### config.mk
export PLATFORM = sky130hd
export DESIGN_NAME = latch_monitor
export DESIGN_NICKNAME = d
export VERILOG_FILES = /design/src/rtl/latch_mon_pkg.sv /design/src/rtl/sync_fifo.sv /design/src/rtl/latch_monitor.sv
export SDC_FILE = /design/constraint.sdc
export NUM_CORES = 1
export LEC_CHECK = 0
export CAP_MARGIN = 10
export CORE_ASPECT_RATIO = 1.25
export CORE_MARGIN = 1
export CORE_UTILIZATION = 50
export CTS_BUF_LIST = sky130_fd_sc_hd__clkbuf_2 sky130_fd_sc_hd__clkbuf_4 sky130_fd_sc_hd__clkbuf_8
export DETAILED_ROUTE_END_ITERATION = 12
export PLACE_DENSITY = 0.73
export REMOVE_ABC_BUFFERS = 1
export SLEW_MARGIN = 20
export SYNTH_ARGS = -nofsm -noshare
export SYNTH_HDL_FRONTEND = slang
export SYNTH_HIERARCHICAL = 1
export SYNTH_SLANG_ARGS = --single-unit
### constraint.sdc
create_clock -name clk -period 3.3 [get_ports clk]
set_input_delay 0.66 -clock clk [delete_from_list [all_inputs] [get_ports clk]]
set_output_delay 0.66 -clock clk [all_outputs]
set_load 0.05 [all_outputs]
### src/rtl/latch_mon_pkg.sv
// Shared constants and state encoding for the latch_monitor block.
package latch_mon_pkg;

  localparam logic EVT_RISE = 1'b1;
  localparam logic EVT_FALL = 1'b0;

  localparam int unsigned CNT_W_DEF      = 8;
  localparam int unsigned FIFO_DEPTH_DEF = 4;
  localparam int unsigned TS_W_DEF       = 16;

  typedef enum logic {
    ARM = 1'b0,
    RUN = 1'b1
  } mon_state_e;

endpackage

### src/rtl/sync_fifo.sv
// Single-clock FIFO with a valid/ready output side and a full flag.
// clr empties it and wins over any same-cycle push or pop.
module sync_fifo #(
  parameter int unsigned WIDTH = 1,
  parameter int unsigned DEPTH = 4
) (
  input  logic             clk,
  input  logic             rst_n,
  input  logic             clr_i,
  input  logic             push_i,
  input  logic [WIDTH-1:0] data_i,
  output logic             full_o,
  output logic             valid_o,
  input  logic             ready_i,
  output logic [WIDTH-1:0] data_o
);

  localparam int unsigned AW      = $clog2(DEPTH);
  localparam logic [AW:0] PTR_ONE = 1;

  logic [AW:0]      wr_ptr_q, wr_ptr_d;
  logic [AW:0]      rd_ptr_q, rd_ptr_d;
  logic [WIDTH-1:0] mem_q [DEPTH];
  logic             empty;
  logic             pop;
  logic             wr_en;

  // Extra pointer MSB distinguishes full from empty when the indices match.
  assign empty   = (wr_ptr_q == rd_ptr_q);
  assign full_o  = (wr_ptr_q[AW] != rd_ptr_q[AW]) &&
                   (wr_ptr_q[AW-1:0] == rd_ptr_q[AW-1:0]);
  assign valid_o = !empty;
  assign pop     = valid_o && ready_i && !clr_i;
  assign wr_en   = push_i && !clr_i && (!full_o || pop);
  assign data_o  = mem_q[rd_ptr_q[AW-1:0]];

  always_comb begin
    wr_ptr_d = wr_ptr_q;
    rd_ptr_d = rd_ptr_q;
    if (clr_i) begin
      wr_ptr_d = '0;
      rd_ptr_d = '0;
    end else begin
      if (wr_en) wr_ptr_d = wr_ptr_q + PTR_ONE;
      if (pop)   rd_ptr_d = rd_ptr_q + PTR_ONE;
    end
  end

  always_ff @(posedge clk or negedge rst_n) begin
    if (!rst_n) begin
      wr_ptr_q <= '0;
      rd_ptr_q <= '0;
    end else begin
      wr_ptr_q <= wr_ptr_d;
      rd_ptr_q <= rd_ptr_d;
    end
  end

  always_ff @(posedge clk) begin
    if (wr_en) mem_q[wr_ptr_q[AW-1:0]] <= data_i;
  end

endmodule

### src/rtl/latch_monitor.sv
// Edge monitor for an asynchronous latch output: counts edges and queues events.
// Define LATCH_MON_TIMESTAMP_EN to add a free-running timestamp to each event.
module latch_monitor
  import latch_mon_pkg::*;
#(
  parameter int unsigned CNT_W      = CNT_W_DEF,
  parameter int unsigned FIFO_DEPTH = FIFO_DEPTH_DEF,
  parameter int unsigned TS_W       = TS_W_DEF
) (
  input  logic             clk,
  input  logic             rst_n,
  input  logic             q,
  input  logic             clr,
  output logic             evt_valid,
  input  logic             evt_ready,
  output logic             evt_kind,
`ifdef LATCH_MON_TIMESTAMP_EN
  output logic [TS_W-1:0]  evt_ts,
`endif
  output logic [CNT_W-1:0] rise_cnt,
  output logic [CNT_W-1:0] fall_cnt,
  output logic             overflow
);

  if (FIFO_DEPTH < 2 || (FIFO_DEPTH & (FIFO_DEPTH - 1)) != 0 || TS_W < 1 || CNT_W < 1)
  begin : g_param_check
    $error("latch_monitor: illegal parameter set");
  end

`ifdef LATCH_MON_TIMESTAMP_EN
  localparam int unsigned ENTRY_W = 1 + TS_W;
`else
  localparam int unsigned ENTRY_W = 1;
`endif

  localparam logic [CNT_W-1:0] CNT_ONE = 1;

  logic             rst_sync_q;
  logic             s1_q, s2_q, s3_q;
  logic             edge_det;
  logic             edge_kind;
  mon_state_e       state_q, state_d;
  logic             arm_cnt_q, arm_cnt_d;
  logic             accept;
  logic             fifo_full;
  logic             handshake;
  logic [CNT_W-1:0] rise_cnt_q, rise_cnt_d;
  logic [CNT_W-1:0] fall_cnt_q, fall_cnt_d;
  logic             overflow_q, overflow_d;
  logic [ENTRY_W-1:0] push_data;
  logic [ENTRY_W-1:0] head_data;

  // Releases one edge after rst_n deasserts; ARM counting starts from there.
  always_ff @(posedge clk or negedge rst_n) begin
    if (!rst_n) rst_sync_q <= 1'b0;
    else        rst_sync_q <= 1'b1;
  end

  always_ff @(posedge clk or negedge rst_n) begin
    if (!rst_n) begin
      s1_q <= 1'b0;
      s2_q <= 1'b0;
      s3_q <= 1'b0;
    end else begin
      s1_q <= q;
      s2_q <= s1_q;
      s3_q <= s2_q;
    end
  end

  assign edge_det  = s2_q ^ s3_q;
  assign edge_kind = s2_q;

  always_ff @(posedge clk or negedge rst_n) begin
    if (!rst_n) begin
      state_q   <= ARM;
      arm_cnt_q <= 1'b0;
    end else begin
      state_q   <= state_d;
      arm_cnt_q <= arm_cnt_d;
    end
  end

  always_comb begin
    state_d   = state_q;
    arm_cnt_d = arm_cnt_q;
    if (clr || !rst_sync_q) begin
      state_d   = ARM;
      arm_cnt_d = 1'b0;
    end else if (state_q == ARM) begin
      if (arm_cnt_q) state_d   = RUN;
      else           arm_cnt_d = 1'b1;
    end
  end

  assign accept    = (state_q == RUN) && edge_det && !clr;
  assign handshake = evt_valid && evt_ready;

  always_comb begin
    rise_cnt_d = rise_cnt_q;
    fall_cnt_d = fall_cnt_q;
    overflow_d = overflow_q;
    if (clr) begin
      rise_cnt_d = '0;
      fall_cnt_d = '0;
      overflow_d = 1'b0;
    end else if (accept) begin
      if (edge_kind == EVT_RISE) begin
        if (rise_cnt_q != '1) rise_cnt_d = rise_cnt_q + CNT_ONE;
      end else begin
        if (fall_cnt_q != '1) fall_cnt_d = fall_cnt_q + CNT_ONE;
      end
      // A pop in the same cycle frees the slot, so only a stalled full FIFO drops.
      if (fifo_full && !handshake) overflow_d = 1'b1;
    end
  end

  always_ff @(posedge clk or negedge rst_n) begin
    if (!rst_n) begin
      rise_cnt_q <= '0;
      fall_cnt_q <= '0;
      overflow_q <= 1'b0;
    end else begin
      rise_cnt_q <= rise_cnt_d;
      fall_cnt_q <= fall_cnt_d;
      overflow_q <= overflow_d;
    end
  end

`ifdef LATCH_MON_TIMESTAMP_EN
  localparam logic [TS_W-1:0] TS_ONE = 1;
  logic [TS_W-1:0] ts_q;

  always_ff @(posedge clk or negedge rst_n) begin
    if (!rst_n) ts_q <= '0;
    else        ts_q <= ts_q + TS_ONE;
  end

  assign push_data = {edge_kind, ts_q};
  assign evt_ts    = head_data[TS_W-1:0];
`else
  assign push_data = edge_kind;
`endif

  sync_fifo #(
    .WIDTH (ENTRY_W),
    .DEPTH (FIFO_DEPTH)
  ) u_fifo (
    .clk     (clk),
    .rst_n   (rst_n),
    .clr_i   (clr),
    .push_i  (accept),
    .data_i  (push_data),
    .full_o  (fifo_full),
    .valid_o (evt_valid),
    .ready_i (evt_ready),
    .data_o  (head_data)
  );

  assign evt_kind = head_data[ENTRY_W-1];
  assign rise_cnt = rise_cnt_q;
  assign fall_cnt = fall_cnt_q;
  assign overflow = overflow_q;

endmodule

==> impl_metrics.toml, run 1 <==
[logic_synthesis]
synth_edf_count = 4
synth.top_cell.area_share_pct = 39.70
proportion_of_synthesized_chip_area_in_sequential_cells_pct = 46.27
synth.ff_latch_count = 33
postSynth.asyncResetShare_pct = 87.88
mappedNetlistArea_mm2 = 0.001828
post_synthesis_area_per_instance_um2 = 11.01
synth_top_cells_by_area = "sky130_fd_sc_hd__dfrtp_1, sky130_fd_sc_hd__edfxtp_1, sky130_fd_sc_hd__ha_1"
synth-main-ff-cell = "sky130_fd_sc_hd__dfrtp_1"
synthDominantAreaCellType = "sky130_fd_sc_hd__dfrtp_1"
synthDistinctLibCells = 49
syn_inst = 166
post-synth-top-count-cell = "sky130_fd_sc_hd__dfrtp_1"
ys.warnings.count = 6
synth_commonest_cells = "sky130_fd_sc_hd__dfrtp_1, sky130_fd_sc_hd__nor2_1, sky130_fd_sc_hd__inv_1, sky130_fd_sc_hd__xnor2_1, sky130_fd_sc_hd__ha_1"

[clock_network]
clkTransAtPathRegs_ns = 0.07
cts_max_path_buffers = 2
clock_sinks = 33
cts-buffers-inserted = 5
cell_at_the_root_of_the_clock_tree = "sky130_fd_sc_hd__clkbuf_8"
number_of_setup_buffers_added_after_cts = 0
clock_insertion_delay_worst_skew_ns = 0.29
cts_resized = 0
holdBufCountCts = 0
cts_h_tree_depth = 2
tritoncts_clock_tree = "built"

[sta]
tns_setup_ns = 0
number_of_hold_violations_in_the_final_report = 0
worst_hold_slack_ns = 0.3705
period_needed_ns = 2.692
timing_max_transition_violations_final = 0
achievable-frequency_mhz = 371.4
worstMarginPinSlew_ns = 0.5107
fin_crit_sh_pct = 81.58
setup_repair_after_global_routing_missed_its_margin = "no"
final_critical_path_setup_slack_ns = 0.6078
relSlewSlack_pct = 65.85
finalSetupViolations = 0
skew_ns = 0.003924

[hold_path]
hold_path.class = "register to register"

[power_and_ir_drop]
power.clock.fraction_pct = 38.8
power.share.switching_pct = 24.09
switching_power_mw = 0.1834
peakVddDrop_mv = 0.2983
power.static_leakage_nw = 0.8889
combPwrFrac_pct = 5.6
seq_power_share_pct = 55.5
power.internal_mw = 0.5776
power.density_mw_per_mm2 = 349.1

[placement]
dp_slack_ns = 0.8675
routabilityCongestion = 0.8418
dpl-instance-area_mm2 = 0.002093
dp.final_hpwl_mm = 2.488
port_buffers = 23
dp_cells = 226

[finish]
post-route-cell-area_mm2 = 0.002180
layout-area-overhead-vs-synth_pct = 19.23
nFillCells = 296
final_net_count = 206
post_layout_nonfiller_instances = 234
post_route_cells_drive_above_1_share_pct = 11.79
antenna_cells_inserted = 0

[grt]
track_usage_pct = 20.33
gr-usage-met1_pct = 24.38
global_route_layer_with_the_greatest_usage = "met2"
met2_usage_pct = 34.92
vias_in_the_first_global_route = 1380
pin_count_of_the_biggest_net_entering_global_routing = 33
antenna_found_initial = 0
first_pass_grt_wire_length_mm = 6.175
globalRoute.totalOverflow = 0
grt_util_met3_pct = 4.851

[routing]
dr_total_vias = 1300
detail_route.vias_per_cell = 5.556
final_antenna_net_count = 0
first_iter_violations = 42
drt_first_pass_iters = 4
route.final.wire_length_mm = 3.467
wl_per_cell_um = 14.82
drcViolationCount = 0

[die]
design.portCount = 24
chipWidth_um = 56.08
placement_rows = 24
dieHeight_um = 69.60
core-area_mm2 = 0.003483
initial_core_util_pct = 52.48
dieArea_mm2 = 0.003903

[setup_path]
cp_max_fo = 5
setup.worst_path.end_class = "primary output"
critical_path_launch_point_type = "register"
worstSetupPathType = "register to primary output"
timing.critical_path.arrival_ns = 2.03
critPathRequiredTime_ns = 2.64

[run_status]
status = "completed"

[run]
maxCapViolations = 0
final timing paths:
check / from / slack (ns) / depth (start not counted) / end
max in group asynchronous: rst_n / 2.29 / 2 / u_fifo/wr_ptr_q[1]
min in group asynchronous: rst_n / 0.74 / 2 / u_fifo/rd_ptr_q[1]
setup reg to reg: edge_kind / 1.35 / 5 / u_fifo/mem_q[1]
setup / recovery: u_fifo/rd_ptr_q[0] / 0.61 / 2 / evt_kind
hold reg to reg: s1_q / 0.37 / 0 / edge_kind
hold / removal: s1_q / 0.37 / 0 / edge_kind
per-stage QoR:
stage          power (mW)  util [%]
2_1_floorplan      0.4480         -
3_3_place_gp       0.4729     60.09
3_5_place_dp       0.4744     60.09
4_1_cts            0.7739     62.57
5_1_grt            0.7942     62.57
6_report           0.7610     62.57
critical path, cell delays in order (launching register included):
cell and delay [ns]:
sky130_fd_sc_hd__dfrtp_1 0.45, sky130_fd_sc_hd__mux4_1 0.58, sky130_fd_sc_hd__clkdlybuf4s50_1 0.72
final cells by class:
cell class                      count  area (um^2)  area share (%)
Clock buffer                        5        68.82           3.157
Clock inverter                      3        17.52          0.8037
Inverter                            8        30.03           1.378
Multi-Input combinational cell    121        923.4           42.37
Sequential cell                    33        845.8           38.81
Tap cell                           39        48.80           2.239
Timing Repair Buffer               25        245.2           11.25
power by group through the flow:
stage                     logic, mW  registers, mW  clock network (mW)
after global placement       0.0429          0.430                   0
after global routing         0.0480          0.423               0.323
after detailed placement     0.0440          0.430                   0
final                        0.0429          0.422               0.296
after floorplan              0.0180          0.430                   0
after CTS                    0.0442          0.422               0.307
kinds of logic (layout without fill, tap and decap cells):
kind of cell | after synthesis | in the layout | synth area share [%]
AO/OA/AOI/OAI | 25 | 25 | 11.43
XOR/XNOR | 14 | 14 | 7.940
adder cells (fa/ha/maj) | 7 | 7 | 4.791
buffers and inverters | 12 | 41 | 3.217
flip-flops | 33 | 33 | 46.27
multiplexers | 9 | 9 | 6.297
other | 1 | 1 | 0.2051
AND/OR/NAND/NOR | 65 | 65 | 19.85
metal layers:
metal | vias to the layer above | share of wire (%)
met2 | 25 | 52
met1 | 624 | 43
met4 | 0 | 1.6
met3 | 5 | 3.3
met5 | - | 0
li1 | 646 | -
flip-flops by register name, summed over array words and instances, names as in the netlist, 3 cells and up:
register,flops
u_fifo/mem_q,4
fall_cnt,8
rise_cnt,8
u_fifo/wr_ptr_q,3
u_fifo/rd_ptr_q,3
placed cells by master, fill, tap and decap left out, types with 2 or more instances in the layout:
cell type                         count
sky130_fd_sc_hd__a2111oi_2            2
sky130_fd_sc_hd__a211oi_1             4
sky130_fd_sc_hd__a21oi_1              4
sky130_fd_sc_hd__a31oi_1              2
sky130_fd_sc_hd__a41oi_1              3
sky130_fd_sc_hd__and2_1               5
sky130_fd_sc_hd__and3_1               4
sky130_fd_sc_hd__buf_4                2
sky130_fd_sc_hd__clkbuf_8             5
sky130_fd_sc_hd__clkdlybuf4s50_1     23
sky130_fd_sc_hd__clkinv_2             2
sky130_fd_sc_hd__dfrtp_1             29
sky130_fd_sc_hd__edfxtp_1             4
sky130_fd_sc_hd__ha_1                 7
sky130_fd_sc_hd__inv_1                8
sky130_fd_sc_hd__mux2_2               3
sky130_fd_sc_hd__mux2i_1              4
sky130_fd_sc_hd__nand2_1              6
sky130_fd_sc_hd__nand2b_1             6
sky130_fd_sc_hd__nand3_1              5
sky130_fd_sc_hd__nand3b_1             2
sky130_fd_sc_hd__nand4_1              2
sky130_fd_sc_hd__nor2_1              20
sky130_fd_sc_hd__nor2b_1              4
sky130_fd_sc_hd__nor3_1               3
sky130_fd_sc_hd__o21ai_0              2
sky130_fd_sc_hd__xnor2_1              8
sky130_fd_sc_hd__xnor2_2              2
sky130_fd_sc_hd__xor2_1               3
(Power assumes the default switching activity.)
==> run 2, diff against run 1 <==
PLACE_DENSITY = 0.76   (was 0.73)
clock period = 2.41 ns   (was 3.3 ns; I/O delays follow)
==> impl_metrics.toml, run 2 (synthesis gave the netlist of run 1 again) <==
[routing]
dr_total_vias = 1341
first_iter_violations = 44
wl_per_cell_um = 14.27
final_antenna_net_count = 0
detail_route.vias_per_cell = 5.658
drcViolationCount = 0
drt_first_pass_iters = 4
route.final.wire_length_mm = 3.381

[sta]
achievable-frequency_mhz = 463.6
fin_crit_sh_pct = 89.51
worstMarginPinSlew_ns = 0.5014
final_critical_path_setup_slack_ns = 0.2529
tns_setup_ns = 0
period_needed_ns = 2.157
setup_repair_after_global_routing_missed_its_margin = "no"
timing_max_transition_violations_final = 0
skew_ns = 0.005421
finalSetupViolations = 0
number_of_hold_violations_in_the_final_report = 0
worst_hold_slack_ns = 0.3525
relSlewSlack_pct = 66.47

[finish]
final_net_count = 209
nFillCells = 296
multi_input_area_um2 = 923.4
layout-area-overhead-vs-synth_pct = 21.83
post-route-cell-area_mm2 = 0.002227
ff_latch_area_um2 = 845.8
antenna_cells_inserted = 0
layout.cells.most_common = "sky130_fd_sc_hd__dfrtp_1"
layout.cells.most_common_list = "sky130_fd_sc_hd__dfrtp_1, sky130_fd_sc_hd__clkdlybuf4s50_1, sky130_fd_sc_hd__nor2_1, sky130_fd_sc_hd__xnor2_1, sky130_fd_sc_hd__inv_1"
finish.utilization_pct = 63.94
post_route_cells_drive_above_1_share_pct = 13.64
post_layout_nonfiller_instances = 237

[grt]
first_pass_grt_wire_length_mm = 6.147
vias_in_the_first_global_route = 1375
pin_count_of_the_biggest_net_entering_global_routing = 30
globalRoute.totalOverflow = 0
antenna_found_initial = 0
track_usage_pct = 20.25

[power_and_ir_drop]
peakVddDrop_mv = 0.6193
power.density_mw_per_mm2 = 519.0
power.clock.fraction_pct = 44.7
seq_power_share_pct = 49.8
power.share.switching_pct = 21.89
report.power.total_mw = 1.156
switching_power_mw = 0.2530
power.static_leakage_nw = 0.9199
combPwrFrac_pct = 5.5
power.internal_mw = 0.9028

[die]
dieArea_mm2 = 0.003903
dieHeight_um = 69.60
placement_rows = 24
design.portCount = 24
initial_core_util_pct = 52.48
chipWidth_um = 56.08
core-area_mm2 = 0.003483

[clock_network]
cts_max_path_buffers = 2
cts-buffers-inserted = 5
clock_insertion_delay_worst_skew_ns = 0.28
clkTransAtPathRegs_ns = 0.07
clock_sinks = 33
tritoncts_clock_tree = "built"
cts_h_tree_depth = 2
holdBufCountCts = 0
number_of_setup_buffers_added_after_cts = 0
cell_at_the_root_of_the_clock_tree = "sky130_fd_sc_hd__clkbuf_8"

[placement]
dp_cells = 229
dpl-instance-area_mm2 = 0.002113
port_buffers = 23
routabilityCongestion = 0.8757
dp_slack_ns = 0.2846
dp.final_hpwl_mm = 2.494

[run_status]
status = "completed"

[setup_path]
critPathRequiredTime_ns = 1.93
setup.worst_path.end_class = "primary output"
timing.critical_path.arrival_ns = 1.68
cp_max_fo = 7
worstSetupPathType = "register to primary output"
critical_path_launch_point_type = "register"

[run]
maxCapViolations = 0

[hold_path]
hold_path.class = "register to register"
run 2: timing repair:
item                                   CTS  global route
endpoints found under the hold margin    0             0
setup endpoints to repair                1             0
gates resized for setup                  1             0
run 2: worst max-delay path: stages (launching register included):
cell                            delay [ns]
sky130_fd_sc_hd__dfrtp_1              0.46
sky130_fd_sc_hd__xnor2_2              0.35
sky130_fd_sc_hd__nand3_1              0.14
sky130_fd_sc_hd__dlygate4sd2_1        0.45
run 2: path summary, 6_finish.rpt:
kind	from	endpoint	slack (ns)	depth (start not counted)
hold reg to reg	s1_q	edge_kind	0.35	0
setup reg to reg	s3_q	u_fifo/mem_q[2]	0.63	6
hold / removal	s1_q	edge_kind	0.35	0
max in group asynchronous	rst_n	rise_cnt[2]	1.56	2
setup / recovery	u_fifo/wr_ptr_q[1]	evt_valid	0.25	3
min in group asynchronous	rst_n	rise_cnt[5]	0.57	2
run 2: area by class of cell:
cell class              instances  area share (%)
inverters                       8           1.348
well taps                      39           2.191
flip-flops and latches         33           37.98
repair buffers                 28           11.85
multi-input cells             121           41.46
clock buffers                   5           3.090
clock inverters                 3           2.079
run 2: power by group through the flow:
stage               registers [mW]  clock network (mW)  logic [mW]
global placement             0.586                   0      0.0634
finish                       0.576               0.517      0.0634
detailed placement           0.587                   0      0.0649
global route                 0.576               0.561      0.0708
CTS                          0.576               0.533      0.0649
floorplan                    0.589                   0      0.0246
run 2: routing by layer:
| layer | share of wire (%) | vias up | routed length, um | track usage (%) |
|---|---|---|---|---|
| met5 | 0 | - | 0 | 0 |
| met4 | 1.6 | 0 | 55 | 8.943 |
| met3 | 4.3 | 6 | 145 | 5.037 |
| met2 | 53 | 28 | 1785 | 33.60 |
| met1 | 41 | 653 | 1395 | 24.75 |
| li1 | - | 654 | - | - |
